**src/rtl/branch_resolver_if.sv**
```systemverilog
// Decode/EX/feedback bundle for branch_resolver.
// BRANCH_RESOLVER_STATS_EN adds the statistics counters to the bundle.
interface branch_resolver_if #(
  parameter int ADDR_WIDTH = 32,
  parameter int DEPTH      = 4
);
  logic                        i_dec_valid;
  logic                        i_dec_is_jump;
  logic [ADDR_WIDTH-1:0]       i_dec_pc;
  logic                        i_dec_prediction;
  logic [ADDR_WIDTH-1:0]       i_dec_recovery_target;
  logic                        o_full;
  logic                        i_ex_valid;
  logic                        i_ex_outcome;
  logic                        i_flush;
  logic                        o_fb_valid;
  logic [ADDR_WIDTH-1:0]       o_fb_pc;
  logic                        o_fb_prediction;
  logic                        o_fb_outcome;
  logic                        o_redirect_valid;
  logic [ADDR_WIDTH-1:0]       o_redirect_pc;
  logic [$clog2(DEPTH):0]      o_count;
  logic                        o_err;
`ifdef BRANCH_RESOLVER_STATS_EN
  logic [31:0]                 o_stat_branches;
  logic [31:0]                 o_stat_mispredicts;

  modport master (
    output i_dec_valid, i_dec_is_jump, i_dec_pc, i_dec_prediction, i_dec_recovery_target,
           i_ex_valid, i_ex_outcome, i_flush,
    input  o_full, o_fb_valid, o_fb_pc, o_fb_prediction, o_fb_outcome,
           o_redirect_valid, o_redirect_pc, o_count, o_err,
           o_stat_branches, o_stat_mispredicts
  );
  modport slave (
    input  i_dec_valid, i_dec_is_jump, i_dec_pc, i_dec_prediction, i_dec_recovery_target,
           i_ex_valid, i_ex_outcome, i_flush,
    output o_full, o_fb_valid, o_fb_pc, o_fb_prediction, o_fb_outcome,
           o_redirect_valid, o_redirect_pc, o_count, o_err,
           o_stat_branches, o_stat_mispredicts
  );
`else
  modport master (
    output i_dec_valid, i_dec_is_jump, i_dec_pc, i_dec_prediction, i_dec_recovery_target,
           i_ex_valid, i_ex_outcome, i_flush,
    input  o_full, o_fb_valid, o_fb_pc, o_fb_prediction, o_fb_outcome,
           o_redirect_valid, o_redirect_pc, o_count, o_err
  );
  modport slave (
    input  i_dec_valid, i_dec_is_jump, i_dec_pc, i_dec_prediction, i_dec_recovery_target,
           i_ex_valid, i_ex_outcome, i_flush,
    output o_full, o_fb_valid, o_fb_pc, o_fb_prediction, o_fb_outcome,
           o_redirect_valid, o_redirect_pc, o_count, o_err
  );
`endif
endinterface

```
**src/rtl/branch_resolver.sv**
```systemverilog
// In-order tracker of predicted branches; resolves the oldest against EX and emits feedback/redirect.
// Optional macro BRANCH_RESOLVER_STATS_EN adds saturating branch/mispredict counters.
module branch_resolver #(
  parameter int ADDR_WIDTH = 32,
  parameter int DEPTH      = 4
) (
  input logic             clk,
  input logic             rst,
  branch_resolver_if.slave bus
);
  localparam int PW = $clog2(DEPTH);
  localparam int CW = PW + 1;

  typedef struct packed {
    logic [ADDR_WIDTH-1:0] pc;
    logic                  pred;
    logic [ADDR_WIDTH-1:0] rtgt;
  } entry_t;

  entry_t          mem [DEPTH];
  entry_t          head_e;
  logic [PW-1:0]   head, tail;
  logic [CW-1:0]   count;
  logic            full, pop, mispredict_now, push;

  assign full           = (count == CW'(DEPTH));
  assign head_e         = mem[head];
  assign pop            = bus.i_ex_valid & (count != '0);
  assign mispredict_now = pop & (bus.i_ex_outcome != head_e.pred);
  // A full queue still takes a push when a correct pop frees the head slot this cycle.
  assign push = bus.i_dec_valid & ~bus.i_dec_is_jump & ~bus.i_flush & ~mispredict_now
              & (~full | pop);

  assign bus.o_full  = full;
  assign bus.o_count = count;

  always_ff @(posedge clk) begin
    if (push) mem[tail] <= '{pc: bus.i_dec_pc, pred: bus.i_dec_prediction,
                             rtgt: bus.i_dec_recovery_target};
  end

  always_ff @(posedge clk or posedge rst) begin
    if (rst) begin
      head                 <= '0;
      tail                 <= '0;
      count                <= '0;
      bus.o_fb_valid       <= 1'b0;
      bus.o_fb_pc          <= '0;
      bus.o_fb_prediction  <= 1'b0;
      bus.o_fb_outcome     <= 1'b0;
      bus.o_redirect_valid <= 1'b0;
      bus.o_redirect_pc    <= '0;
      bus.o_err            <= 1'b0;
    end else begin
      bus.o_fb_valid       <= pop;
      bus.o_redirect_valid <= mispredict_now;
      if (pop) begin
        bus.o_fb_pc         <= head_e.pc;
        bus.o_fb_prediction <= head_e.pred;
        bus.o_fb_outcome    <= bus.i_ex_outcome;
      end
      if (mispredict_now) bus.o_redirect_pc <= head_e.rtgt;
      if (bus.i_ex_valid && count == '0) bus.o_err <= 1'b1;
      if (push) tail <= tail + PW'(1);
      // Push is already suppressed on mispredict/flush, so tail is stable and head can snap to it.
      if (mispredict_now || bus.i_flush) begin
        head  <= tail;
        count <= '0;
      end else begin
        if (pop) head <= head + PW'(1);
        case ({push, pop})
          2'b10:   count <= count + CW'(1);
          2'b01:   count <= count - CW'(1);
          default: count <= count;
        endcase
      end
    end
  end

`ifdef BRANCH_RESOLVER_STATS_EN
  always_ff @(posedge clk or posedge rst) begin
    if (rst) begin
      bus.o_stat_branches    <= '0;
      bus.o_stat_mispredicts <= '0;
    end else begin
      if (pop && bus.o_stat_branches != 32'hFFFF_FFFF)
        bus.o_stat_branches <= bus.o_stat_branches + 32'd1;
      if (mispredict_now && bus.o_stat_mispredicts != 32'hFFFF_FFFF)
        bus.o_stat_mispredicts <= bus.o_stat_mispredicts + 32'd1;
    end
  end
`endif
endmodule
```
**src/flat_wrapper.sv**
```systemverilog
// flat-port wrapper written by rule: the top's interface ports become plain ports
module branch_resolver_flat 
#(
  parameter int ADDR_WIDTH = 32,
  parameter int DEPTH      = 4
)
  (clk, rst, bus_i_dec_valid, bus_i_dec_is_jump, bus_i_dec_pc, bus_i_dec_prediction, bus_i_dec_recovery_target, bus_i_ex_valid, bus_i_ex_outcome, bus_i_flush, bus_o_full, bus_o_fb_valid, bus_o_fb_pc, bus_o_fb_prediction, bus_o_fb_outcome, bus_o_redirect_valid, bus_o_redirect_pc, bus_o_count, bus_o_err);
  branch_resolver_if #(.ADDR_WIDTH(ADDR_WIDTH), .DEPTH(DEPTH)) bus_i ();
  input logic clk;
  input logic rst;
  input wire logic [$bits(bus_i.i_dec_valid)-1:0] bus_i_dec_valid;
  input wire logic [$bits(bus_i.i_dec_is_jump)-1:0] bus_i_dec_is_jump;
  input wire logic [$bits(bus_i.i_dec_pc)-1:0] bus_i_dec_pc;
  input wire logic [$bits(bus_i.i_dec_prediction)-1:0] bus_i_dec_prediction;
  input wire logic [$bits(bus_i.i_dec_recovery_target)-1:0] bus_i_dec_recovery_target;
  input wire logic [$bits(bus_i.i_ex_valid)-1:0] bus_i_ex_valid;
  input wire logic [$bits(bus_i.i_ex_outcome)-1:0] bus_i_ex_outcome;
  input wire logic [$bits(bus_i.i_flush)-1:0] bus_i_flush;
  output wire logic [$bits(bus_i.o_full)-1:0] bus_o_full;
  output wire logic [$bits(bus_i.o_fb_valid)-1:0] bus_o_fb_valid;
  output wire logic [$bits(bus_i.o_fb_pc)-1:0] bus_o_fb_pc;
  output wire logic [$bits(bus_i.o_fb_prediction)-1:0] bus_o_fb_prediction;
  output wire logic [$bits(bus_i.o_fb_outcome)-1:0] bus_o_fb_outcome;
  output wire logic [$bits(bus_i.o_redirect_valid)-1:0] bus_o_redirect_valid;
  output wire logic [$bits(bus_i.o_redirect_pc)-1:0] bus_o_redirect_pc;
  output wire logic [$bits(bus_i.o_count)-1:0] bus_o_count;
  output wire logic [$bits(bus_i.o_err)-1:0] bus_o_err;
  assign bus_i.i_dec_valid = bus_i_dec_valid;
  assign bus_i.i_dec_is_jump = bus_i_dec_is_jump;
  assign bus_i.i_dec_pc = bus_i_dec_pc;
  assign bus_i.i_dec_prediction = bus_i_dec_prediction;
  assign bus_i.i_dec_recovery_target = bus_i_dec_recovery_target;
  assign bus_i.i_ex_valid = bus_i_ex_valid;
  assign bus_i.i_ex_outcome = bus_i_ex_outcome;
  assign bus_i.i_flush = bus_i_flush;
  assign bus_o_full = bus_i.o_full;
  assign bus_o_fb_valid = bus_i.o_fb_valid;
  assign bus_o_fb_pc = bus_i.o_fb_pc;
  assign bus_o_fb_prediction = bus_i.o_fb_prediction;
  assign bus_o_fb_outcome = bus_i.o_fb_outcome;
  assign bus_o_redirect_valid = bus_i.o_redirect_valid;
  assign bus_o_redirect_pc = bus_i.o_redirect_pc;
  assign bus_o_count = bus_i.o_count;
  assign bus_o_err = bus_i.o_err;
  branch_resolver #(.ADDR_WIDTH(ADDR_WIDTH), .DEPTH(DEPTH)) u_core (.clk(clk), .rst(rst), .bus(bus_i));
endmodule
```
**config.mk**
```make
export PLATFORM = sky130hd
export DESIGN_NAME = branch_resolver_flat
export DESIGN_NICKNAME = d
export VERILOG_FILES = /design/src/rtl/branch_resolver_if.sv /design/src/rtl/branch_resolver.sv /design/src/flat_wrapper.sv
export SDC_FILE = /design/constraint.sdc
export NUM_CORES = 1
export LEC_CHECK = 0
export CORE_ASPECT_RATIO = 0.75
export CORE_MARGIN = 4
export CORE_UTILIZATION = 50
export CTS_BUF_LIST = sky130_fd_sc_hd__clkbuf_4 sky130_fd_sc_hd__clkbuf_8
export CTS_CLUSTER_SIZE = 10
export DETAILED_ROUTE_END_ITERATION = 8
export PLACE_DENSITY = 0.75
export SLEW_MARGIN = 15
export SYNTH_ARGS = -nofsm -noshare
export SYNTH_HDL_FRONTEND = slang
export SYNTH_SLANG_ARGS = --single-unit
```
**constraint.sdc**
```tcl
create_clock -name clk -period 3.5 [get_ports clk]
set_input_delay 0.35 -clock clk [delete_from_list [all_inputs] [get_ports clk]]
set_output_delay 0.35 -clock clk [all_outputs]
set_load 0.05 [all_outputs]
```
* Word level (Yosys, flattened, before mapping)
Memory sizes are Yosys's and may differ from the RTL's.
Cells that the tools add are included.
** Cells by class
- Multiplexer cells :: 6
- Equality and inequality tests :: 4
- Bitwise logic cells :: 11
- $add $sub $neg :: 4
- Reductions and logical operators :: 6
** Operator list (count)
- $and A1 B1 Y1 :: 6
- $pmux W3 S2 :: 1
- $reduce_bool A3 Y1 :: 2
- $add A2 B1 Y2 const B :: 2
- $mux W2 :: 2
- $not A1 Y1 :: 4
- $add A3 B1 Y3 const B :: 1
- $eq A3 B3 Y1 const B :: 1
- $logic_not A3 Y1 :: 1
- $mux W3 :: 1
- $sub A3 B1 Y3 const B :: 1
- $eq A2 B1 Y1 const B :: 1
- $eq A2 B2 Y1 const B :: 1
- $mux W1 :: 2
- $reduce_bool A2 Y1 :: 1
- $logic_and A1 B1 Y1 :: 1
- $logic_or A1 B1 Y1 :: 1
- $ne A1 B1 Y1 :: 1
- $or A1 B1 Y1 :: 1
** Storage, ports and cells
- Logic and storage cells :: 42
- Memories :: 1
- Output and inout bits :: 73
- RAM bits :: 260
- Register bits :: 76
** Memories
- u_core.mem :: words 4, width 65, read ports 1, clocked after Yosys merged registers in 0, write ports 1, RTL line branch_resolver.sv:20 : entry_t mem [DEPTH];

* Depth between registers and ports, before layout
Gate-level depths: netlist of run 1.
- Depth after elaboration :: 9
- Gate-level depth with buffers :: 11
- Mapped depth without buffers :: 10

* Worst setup path after synthesis of run 1
Ideal clock, no wire load.
- Path kind :: register to register
- From :: reg u_core.head[0]
- To :: mem u_core.mem[0][0] (netlist name) (enable)
- Slack :: -23 ps
- Data arrival time :: 3093 ps
- Stages on the path, launching flop included :: 7
- Library setup time :: 430 ps
- Buffers on the path :: 1
- Required time :: 3070 ps
- Path through :: dfrtp_1 -> buf_2 -> mux4_2 -> xnor2_4 -> o21bai_2 -> nor2_2 -> and2_1
** Between the ends
- Word-level cells in the longest chain between the ends :: 8
** Ends and longest elaborated chain
- start: declaration :: RTL line branch_resolver.sv:22 : logic [PW-1:0] head, tail;
- start signal: assignment :: RTL line branch_resolver.sv:67 : head <= tail;
- start signal: assignment :: RTL line branch_resolver.sv:70 : if (pop) head <= head + PW'(1);
- $mem_v2 Z4 W65
- $ne A1 B1 Y1 :: RTL line branch_resolver.sv:29 : assign mispredict_now = pop & (bus.i_ex_outcome != head_e.pred);
- $and A1 B1 Y1 :: RTL line branch_resolver.sv:29
- $not A1 Y1 :: RTL line branch_resolver.sv:31 : assign push = bus.i_dec_valid & ~bus.i_dec_is_jump & ~bus.i_flush & ~mispredict_now
- $and A1 B1 Y1 :: RTL line branch_resolver.sv:31
- $and A1 B1 Y1 :: RTL line branch_resolver.sv:32 : & (~full | pop);
- $mux W1 :: RTL line branch_resolver.sv:38 : if (push) mem[tail] <= '{pc: bus.i_dec_pc, pred: bus.i_dec_prediction,
- $mux W1 (not written as such) :: RTL line branch_resolver.sv:38
- end: declaration :: RTL line branch_resolver.sv:20
No other way between the ends.

* Final worst setup path of run 1
- From :: reg u_core.count[0], in the netlist u_core.bus.o_count[0]
- To :: mem u_core.mem[2][59] (netlist name) (enable)
** Between the ends
- Word-level cells in the longest chain between the ends :: 8
- Elaborated cells between the ends (all ways) :: 11
- Classes of those cells :: 1 x eq/ne; 2 x mux; 7 x bitwise; 1 x reduce/logical
** Ends and longest elaborated chain
- start: declaration :: RTL line branch_resolver.sv:23 : logic [CW-1:0] count;
- start signal: assignment :: RTL line branch_resolver.sv:72 : 2'b10: count <= count + CW'(1);
- start signal: assignment :: RTL line branch_resolver.sv:73 : 2'b01: count <= count - CW'(1);
- start signal: assignment :: RTL line branch_resolver.sv:74 : default: count <= count;
- $reduce_bool A3 Y1 :: RTL line branch_resolver.sv:28 : assign pop = bus.i_ex_valid & (count != '0);
- $and A1 B1 Y1 :: RTL line branch_resolver.sv:28
- $and A1 B1 Y1 :: RTL line branch_resolver.sv:29
- $not A1 Y1 :: RTL line branch_resolver.sv:31
- $and A1 B1 Y1 :: RTL line branch_resolver.sv:31
- $and A1 B1 Y1 (*) :: RTL line branch_resolver.sv:32
- $mux W1 (*) :: RTL line branch_resolver.sv:38
- $mux W1 (not written as such) (*) :: RTL line branch_resolver.sv:38
Every way passes the cells marked *; elsewhere a longest branch is shown, timed or not.

==> metrics, run 1 <==
R2R depth=5; CP bufs+invs=1; Cell Pwr Density=850.8 nW/um2; count leader, synth=edfxtp_1; Die W=approximately 190 um; root buf cell=clkbuf_8; worst-margin pin slew=0.9895 ns; Crit path max-delay family=compound AO/OA/AOI/OAI gates; Final Setup Violations=0; final WL=roughly 25000 um; CTS Hold Bufs=0; CTS tree=done; largest net degree at the start of global routing=between 60 and 70; Die Ht=144.6 um; crit path max fanout=25; IR drop worst, VDD=0.4848 mV; Syn Area/Cell=20.21 um2; vias in the first global route=approximately 7000; top_reg_cell synth=edfxtp_1; synth warn=0; fin area=15430 um2; Placer Congestion=just under 0.8; H-tree depth=2; detailed-route wire length per cell=between 20 and 25 um; CP startpoint kind=flip-flop; FF-to-FF Start=u_core.bus.o_count[0]$_DFFE_PP0P_; CP arrival=3.12 ns; EDFF count, synth=260; final period utilization=0.8247; Final min period=2.886 ns; antenna cells=0; Post-DP HPWL=15860 um; clock latency on the worst-skew pair=approximately 0.54 ns; CP cell instances=o31ai_4 > o21bai_2 > nor2_2 > and2_4 > buf_4; row count=49; DP Area=14380 um2; max_cap viols=0; Num CTS Buffers=50; status=finished, final reports clean; Final Max Tran Viols=0; post-synth top area share=0.6272; DRT iter0 DRCs=between 300 and 400; static leakage=0.005507 uW; nets=880; RSZ-0062 raised after global routing=false; share of cells above drive strength 1=0.2147; Worst path slowest cell=o31ai_4; Max Freq=between 0.3 and 0.4 GHz; Slew headroom=0.3403; Area Growth Syn to Fin=23.93%; Clock Path Buffers=3; global-route wire length before repair=39470 um; cells after synthesis=616; setup TNS=0 ns; vias per cell=5.334; IO Pins=145; Final Hold Fails=0; sequential fraction of the synthesis area=0.7800; main area contributors after synthesis=edfxtp_1, dfrtp_1, mux4_2, nand2_1, mux2_1; core footprint=~24000 um2; Gates resized, CTS repair=0; r2r endpoint=u_core.mem[2][59]$_DFFE_PP_; Total Routing Usage GR=0.1882; Synth cell types=34; clock skew=0.01458 ns; fillers=between 1500 and 2000; First-pass DRT Iterations=5; Reg2Reg Setup Slack=about 0.61 ns; initial antenna violation count=5; HP Class=in2async; DRC=0; Crit Path Class=reg2reg; Commonest cells post-synth=edfxtp_1, nand2_1, dfrtp_1; clk sink count=336; Worst Path Required=approximately 3.7 ns; area of the die=~28000 um2; Yosys reg bits=about 340; Reg clk slew, reported paths=roughly 0.070 ns; Post-CTS Repair Setup Buffers=0; Buffers on Ports=between 100 and 150; via count=6262; Initial Utilization=0.5140; post-synth top area cell=edfxtp_1; CP Capture Type=flip-flop; cell area after synthesis=between 10000 and 15000 um2; Slowest Stage Delay on Critical Path=between 0.7 and 0.8 ns; Antenna Nets Post-Route=0; syn_nets=693; Post-synth ARST share=0.2262; total gr overflow=0
[stage by stage]
step                power [uW]  setup WS (ns)  std cells    util  hold WS (ns)
global route             13790         0.4129       1174  0.6370        0.1496
detailed placement       10010         0.5886       1082  0.5936        0.4503
global placement          9867         0.7205       1082  0.5936        0.4433
CTS                      13300         0.5703       1174  0.6370        0.1394
floorplan                 8461         0.6610        616       -        0.4489
finish                   13130         0.6137       1174  0.6370        0.1404
[placed cells by master (no fill, tap or decap), drive strengths merged, types with 2 or more instances in the layout]
master	Yosys	final
a211oi	2	2
a21o	2	2
a21oi	3	3
and2	4	4
buf	14	17
bufinv	0	3
clkbuf	12	70
clkdlybuf4s50	0	144
clkinv	0	19
dfrtp	76	76
edfxtp	260	260
ha	4	4
inv	6	5
mux2	34	34
mux4	65	65
nand2	106	106
nor2	9	9
nor3	2	2
o41ai	2	2
xnor2	3	3
[cell families (layout without fill, tap and decap cells)]
family                     Yosys count  after routing  share of synthesized area
and+or+nand+nor                    125            125                    0.04021
adders and majority gates            5              5                   0.005629
xor gates and xnor gates             4              4                   0.004323
buffers and inverters               32            259                    0.01196
muxes                               99             99                     0.1484
AOI/OAI and AO/OA                   15             15                   0.009548
DFF                                336            336                     0.7800
[layout make-up]
cell class | count | area (um2) | share of cell area
Sequential cell | 336 | 9717 | 0.6298
Multi-Input combinational cell | 248 | 2614 | 0.1694
Timing Repair Buffer | 161 | 1607 | 0.1041
Clock buffer | 70 | 875.8 | 0.05677
Tap cell | 331 | 414.1 | 0.02685
Clock inverter | 22 | 176.4 | 0.01144
Inverter | 6 | 23.77 | 0.001541
[registers in the layout, summed over array words and instances (netlist names)]
register                     flops
u_core.bus.o_fb_pc              32
u_core.head                      2
u_core.bus.o_count               3
u_core.bus.o_err                 1
u_core.bus.o_fb_outcome          1
u_core.bus.o_fb_valid            1
u_core.mem                     260
u_core.bus.o_redirect_pc        32
u_core.bus.o_fb_prediction       1
u_core.bus.o_redirect_valid      1
u_core.tail                      2
[layer usage]
layer	wire length, um	GRT usage	up-vias	part of all wire
li1	-	-	2771	-
met1	10440	0.2533	3204	0.41
met2	12590	0.3106	240	0.50
met3	1956	0.05333	37	0.077
met4	357	0.04798	10	0.014
met5	51	0	-	0.0020
[worst max path at each step]
stage,slack (ns),end,from,cells after the start
after floorplan,0.66,u_core.bus.o_count[2]$_DFFE_PP0P_,u_core.bus.o_count[1]$_DFFE_PP0P_,8
after global placement,0.72,u_core.mem[2][55]$_DFFE_PP_,u_core.bus.o_count[1]$_DFFE_PP0P_,5
after detailed placement,0.59,u_core.mem[2][52]$_DFFE_PP_,u_core.bus.o_count[1]$_DFFE_PP0P_,5
after CTS,0.57,u_core.mem[2][52]$_DFFE_PP_,u_core.bus.o_count[0]$_DFFE_PP0P_,5
after global routing,0.41,u_core.mem[1][54]$_DFFE_PP_,u_core.bus.o_count[1]$_DFFE_PP0P_,5
final,0.61,u_core.mem[2][59]$_DFFE_PP_,u_core.bus.o_count[0]$_DFFE_PP0P_,5
[power breakdown]
group          total, uW  switching [uW]  internal, uW
sequential          5240             318          4920
combinational       4630            2830          1800
clock               3250            1410          1840
(Power assumes the default switching activity.)
==> inputs of run 2 (changes only) <==
--- a/config.mk
+++ b/config.mk
@@ -11,7 +11,7 @@
 export CTS_BUF_LIST = sky130_fd_sc_hd__clkbuf_4 sky130_fd_sc_hd__clkbuf_8
 export CTS_CLUSTER_SIZE = 10
 export DETAILED_ROUTE_END_ITERATION = 8
-export PLACE_DENSITY = 0.75
+export PLACE_DENSITY = 0.72
 export SLEW_MARGIN = 15
 export SYNTH_ARGS = -nofsm -noshare
 export SYNTH_HDL_FRONTEND = slang
==> constraint.sdc (replaced) <==
create_clock -name clk -period 2.85 [get_ports clk]
set_input_delay 0.285 -clock clk [delete_from_list [all_inputs] [get_ports clk]]
set_output_delay 0.285 -clock clk [all_outputs]
set_load 0.05 [all_outputs]
==> run 2 against run 1 <==
- critical path depth is 4 higher
- design area is 1.4% higher
- critical path type unchanged
- cell count is 0.51% higher
- register-to-register slack worse by 0.47 ns
- routed wire length is 2.4% lower
- worst hold slack better by 0.012 ns
- largest power group unchanged
- clock power is 31% higher
- sequential share of layout area is 0.86 points lower
==> metrics, run 2 (synthesis results as in run 1) <==
clock latency on the worst-skew pair=~0.56 ns; final std cells w/o fill=1180; Placer Congestion=0.7780; largest net degree at the start of global routing=68; global-route wire length before repair=slightly below 40000 um; HP Class=in2async; Die W=190.2 um; Max Freq=0.3691 GHz; Worst path slowest cell=mux4_2; share of cells above drive strength 1=0.2273; CP cell instances=mux4_2 > xnor2_4 > nand2_1 > nor2_1 > nor2_1 > fa_1 > nor2_1 > a211oi_1 > o41ai_1; Largest regs=u_core.mem x260, u_core.bus.o_fb_pc x32, u_core.bus.o_redirect_pc x32; total gr overflow=0; Clock Path Buffers=3; Die Ht=around 140 um; Num CTS Buffers=50; CP arrival=3.14 ns; via count=6302; CTS Hold Bufs=0; Final min period=2.709 ns; Final Max Tran Viols=0; Crit Path Class=reg2reg; Final Setup Violations=0; fillers=roughly 1600; DRT iter0 DRCs=530; initial antenna violation count=3; most frequent cells in the layout=edfxtp_1, clkdlybuf4s50_1, nand2_1; status=finished, final reports clean; commonest non-fill, non-tap cell in the layout=edfxtp_1; max_cap viols=0; Largest register FFs=260; Total Routing Usage GR=0.1821; clk sink count=336; Slowest Stage Delay on Critical Path=0.58 ns; Reg clk slew, reported paths=about 0.07 ns; Antenna Nets Post-Route=0; detailed-route wire length per cell=21.01 um; Gates resized, CTS repair=0; crit path max fanout=4; final period utilization=0.9507; First-pass DRT Iterations=5; Worst Path Required=3.28 ns; RSZ-0062 raised after global routing=false; Initial Utilization=0.5140; CP Capture Type=flip-flop; IO Pins=between 100 and 150; Post-CTS Repair Setup Buffers=0; root buf cell=clkbuf_8; worst-margin pin slew=0.9749 ns; Slew headroom=0.3501; Buffers on Ports=144; Area Growth Syn to Fin=25.65%; nets=884; DRC=0; Placed Instances=roughly 1100; Final Hold Fails=0; static leakage=0.005599 uW; row count=49; CTS tree=done; Post-DP HPWL=15510 um; area of the die=about 28000 um2; CP startpoint kind=flip-flop; clock skew=between 0.02 and 0.03 ns; Cell Pwr Density=1050 nW/um2; setup TNS=0 ns; antenna cells=0; vias per cell=5.341; most frequent CP cell=nor2_1; final WL=24790 um; Biggest register=u_core.mem; vias in the first global route=6652; IR drop worst, VDD=0.6340 mV; core footprint=24220 um2; H-tree depth=2
==> run 2: worst paths after layout <==
kind                       slack, ns                         start                                       to  cells after the start
max                             0.14    u_core.head[0]$_DFFE_PP0P_        u_core.bus.o_count[2]$_DFFE_PP0P_                      9
min in group clk                0.37  bus_i_dec_recovery_target[2]               u_core.mem[3][2]$_DFFE_PP_                      1
min reg2reg                     0.47  u_core.bus.o_err$_DFFE_PP0P_             u_core.bus.o_err$_DFFE_PP0P_                      1
max reg2reg                     0.14    u_core.head[0]$_DFFE_PP0P_        u_core.bus.o_count[2]$_DFFE_PP0P_                      9
min                             0.15                           rst  u_core.bus.o_redirect_pc[4]$_DFFE_PP0P_                      2
max in group asynchronous       2.00                           rst        u_core.bus.o_fb_pc[9]$_DFFE_PP0P_                      3
==> run 2: cell type report <==
| class | count | area [um2] | area share |
|---|---|---|---|
| Clock buffer | 76 | 939.7 | 0.06007 |
| Clock inverter | 18 | 196.4 | 0.01256 |
| Inverter | 6 | 23.77 | 0.001520 |
| Multi-Input combinational cell | 248 | 2614 | 0.1671 |
| Sequential cell | 336 | 9717 | 0.6212 |
| Tap cell | 331 | 414.1 | 0.02648 |
| Timing Repair Buffer | 165 | 1737 | 0.1110 |
==> run 2: critical path, delay by kind of cell, from the launching register on <==
family | cells | cell delay [ns]
flip-flops | 1 | 0.44
adder cells (fa/ha/maj) | 1 | 0.44
AND/OR/NAND/NOR | 4 | 0.49
AO/OA/AOI/OAI | 2 | 0.42
XOR/XNOR | 1 | 0.24
multiplexers | 1 | 0.58
==> run 2: metrics by stage <==
step | util | hold slack [ns] | power, uW | area [um2] | worst slack, ns
global placement | 0.5990 | 0.4451 | 12200 | 14510 | 0.2972
floorplan | - | 0.3839 | 10390 | 12450 | 0.01104
global route | 0.6459 | 0.1864 | 17230 | 15640 | 0.03388
finish | 0.6459 | 0.1527 | 16430 | 15640 | 0.1406
detailed placement | 0.5990 | 0.4620 | 12310 | 14510 | 0.1855
CTS | 0.6459 | 0.1529 | 16630 | 15640 | 0.1639
==> run 2: report_power, final <==
part           internal [uW]  total [uW]  leakage, uW  switching (uW)
Clock                   2490        4270     0.000604            1780
Sequential              6040        6420      0.00326             372
Combinational           2260        5750      0.00173            3480
==> run 2: layer usage <==
layer	GRT usage	vias to the layer above	share of wire
met4	0.03853	6	0.0098
li1	-	2780	-
met5	0	-	0.0014
met2	0.2774	225	0.46
met1	0.2717	3261	0.46
met3	0.04875	30	0.070
==> inputs of run 3 (changes only) <==
==> constraint.sdc (replaced) <==
create_clock -name clk -period 3.5 [get_ports clk]
set_input_delay 0.35 -clock clk [delete_from_list [all_inputs] [get_ports clk]]
set_output_delay 0.35 -clock clk [all_outputs]
set_load 0.05 [all_outputs]
==> run 3 against run 2 <==
- total power fell by 21%
- highest routed layer unchanged
- utilization fell by 0.89 points
- worst setup slack improved by 0.53 ns
- die area did not move
- register-to-register slack improved by 0.53 ns
- critical path depth fell by 2
- routed wire length fell by 2.8%
- global-route usage fell by 0.18 points
- sequential share of layout area rose by 0.87 points
- non-clock buffer count fell by 4
==> metrics, run 3 (synthesis results as in run 1) <==
HP Class=in2async; area of the die=27510 um2; nets=880; worst-margin pin slew=0.9734 ns; clock latency on the worst-skew pair=0.55 ns; Initial Utilization=0.5140; setup TNS=0 ns; core footprint=24220 um2; Max Freq=0.3533 GHz; H-tree depth=2; static leakage=between 0.005 and 0.006 uW; Post-DP HPWL=15030 um; share of cells above drive strength 1=0.2147; Antenna Nets Post-Route=0; most frequent cells in the layout=edfxtp_1, clkdlybuf4s50_1, nand2_1; max_cap viols=0; Biggest register=u_core.mem; Final Hold Fails=0; Total Routing Usage GR=0.1803; CTS tree=done; status=finished, final reports clean; initial antenna violation count=2; antenna cells=0; global-route wire length before repair=between 30000 and 40000 um; DRT iter0 DRCs=452; Largest regs=u_core.mem x260, u_core.bus.o_fb_pc x32, u_core.bus.o_redirect_pc x32; via count=6204; Post-CTS Repair Setup Buffers=0; root buf cell=clkbuf_8; CP startpoint kind=flip-flop; CP Capture Type=flip-flop; Finished Core Util=0.6369; final WL=24110 um; Die W=~190 um; Die Ht=144.6 um; Final Max Tran Viols=0; clock skew=0.02873 ns; Final min period=2.830 ns; vias in the first global route=6849; Reg clk slew, reported paths=0.07 ns; IO Pins=145; Final Setup Violations=0; commonest non-fill, non-tap cell in the layout=edfxtp_1; Buffers on Ports=around 140; clk sink count=336; largest net degree at the start of global routing=67; crit path max fanout=28; IR drop worst, VDD=a little over 0.5 mV; Num CTS Buffers=50; RSZ-0062 raised after global routing=false; Slew headroom=0.3511; vias per cell=5.284; row count=49; Area Growth Syn to Fin=23.91%; DRC=0; detailed-route wire length per cell=20.53 um; First-pass DRT Iterations=7; CP arrival=approximately 3.3 ns; Worst Path Required=3.94 ns; CTS Hold Bufs=0; Largest register FFs=260; total gr overflow=0; Gates resized, CTS repair=0; Placer Congestion=just under 0.8; Cell Pwr Density=846.6 nW/um2; Crit Path Class=reg2reg; Clock Path Buffers=3; final period utilization=0.8086
## run 3: changes by cell type in the layout (fill, tap and decap cells not counted), sizes merged
| cell | previous run | this run |
|---|---|---|
| bufinv | 4 | 2 |
| clkinv | 12 | 19 |
| clkbuf | 76 | 69 |
| buf | 21 | 17 |
## run 3: metal layers
layer  up-vias  part of all wire  global-route usage
met2       187              0.49              0.2997
li1       2765                 -                   -
met4         4             0.011             0.03740
met5         -            0.0011                   0
met1      3213              0.43              0.2473
met3        35             0.063             0.04754
## run 3: area by class of cell
type / count / area (um2)
Multi-Input combinational cell: 248 / 2614
Inverter: 6 / 25.02
Fill cell: 1693 / 8792
Tap cell: 331 / 414.1
Clock inverter: 23 / 167.7
Clock buffer: 69 / 880.8
Sequential cell: 336 / 9717
Timing Repair Buffer: 161 / 1607
## run 3: path summary, 6_finish.rpt
kind,startpoint,end,slack (ns),depth (start not counted)
worst max-delay path,u_core.bus.o_count[0]$_DFFE_PP0P_,u_core.bus.o_count[2]$_DFFE_PP0P_,0.67,7
worst min-delay path,rst,u_core.bus.o_redirect_pc[10]$_DFFE_PP0P_,0.31,2
worst max register to register,u_core.bus.o_count[0]$_DFFE_PP0P_,u_core.bus.o_count[2]$_DFFE_PP0P_,0.67,7
worst min register to register,u_core.bus.o_err$_DFFE_PP0P_,u_core.bus.o_err$_DFFE_PP0P_,0.47,1
max in group asynchronous,rst,u_core.bus.o_redirect_pc[2]$_DFFE_PP0P_,2.51,3
min in group clk,bus_i_dec_pc[18],u_core.mem[3][51]$_DFFE_PP_,0.45,1
## run 3: critical path, cell delays in order (launching register included)
cell and delay, ns:
dfrtp_1 0.48, o31ai_4 0.70, buf_4 0.44, nor2_1 0.11, fa_1 0.43, nor2_1 0.12, a211oi_1 0.08, o41ai_1 0.35
## run 3: report_power, final
| group | internal [uW] | total [uW] | switching, uW | leakage, uW |
|---|---|---|---|---|
| sequential | 4920 | 5230 | 310 | 0.00326 |
| clock | 1790 | 3220 | 1430 | 0.000554 |
| combinational | 1800 | 4600 | 2800 | 0.00169 |
## run 3: metrics by stage
step,worst slack [ns],cell area (um2),hold WS (ns),std cells,power [uW]
after detailed placement,0.6357,14380,0.4596,1082,9982
after global routing,0.3937,15420,0.3645,1174,13740
after global placement,0.7065,14380,0.4528,1082,9884
after CTS,0.6107,15420,0.3734,1174,13240
final,0.6699,15420,0.3085,1174,13060
after floorplan,0.6610,12450,0.4489,616,8461
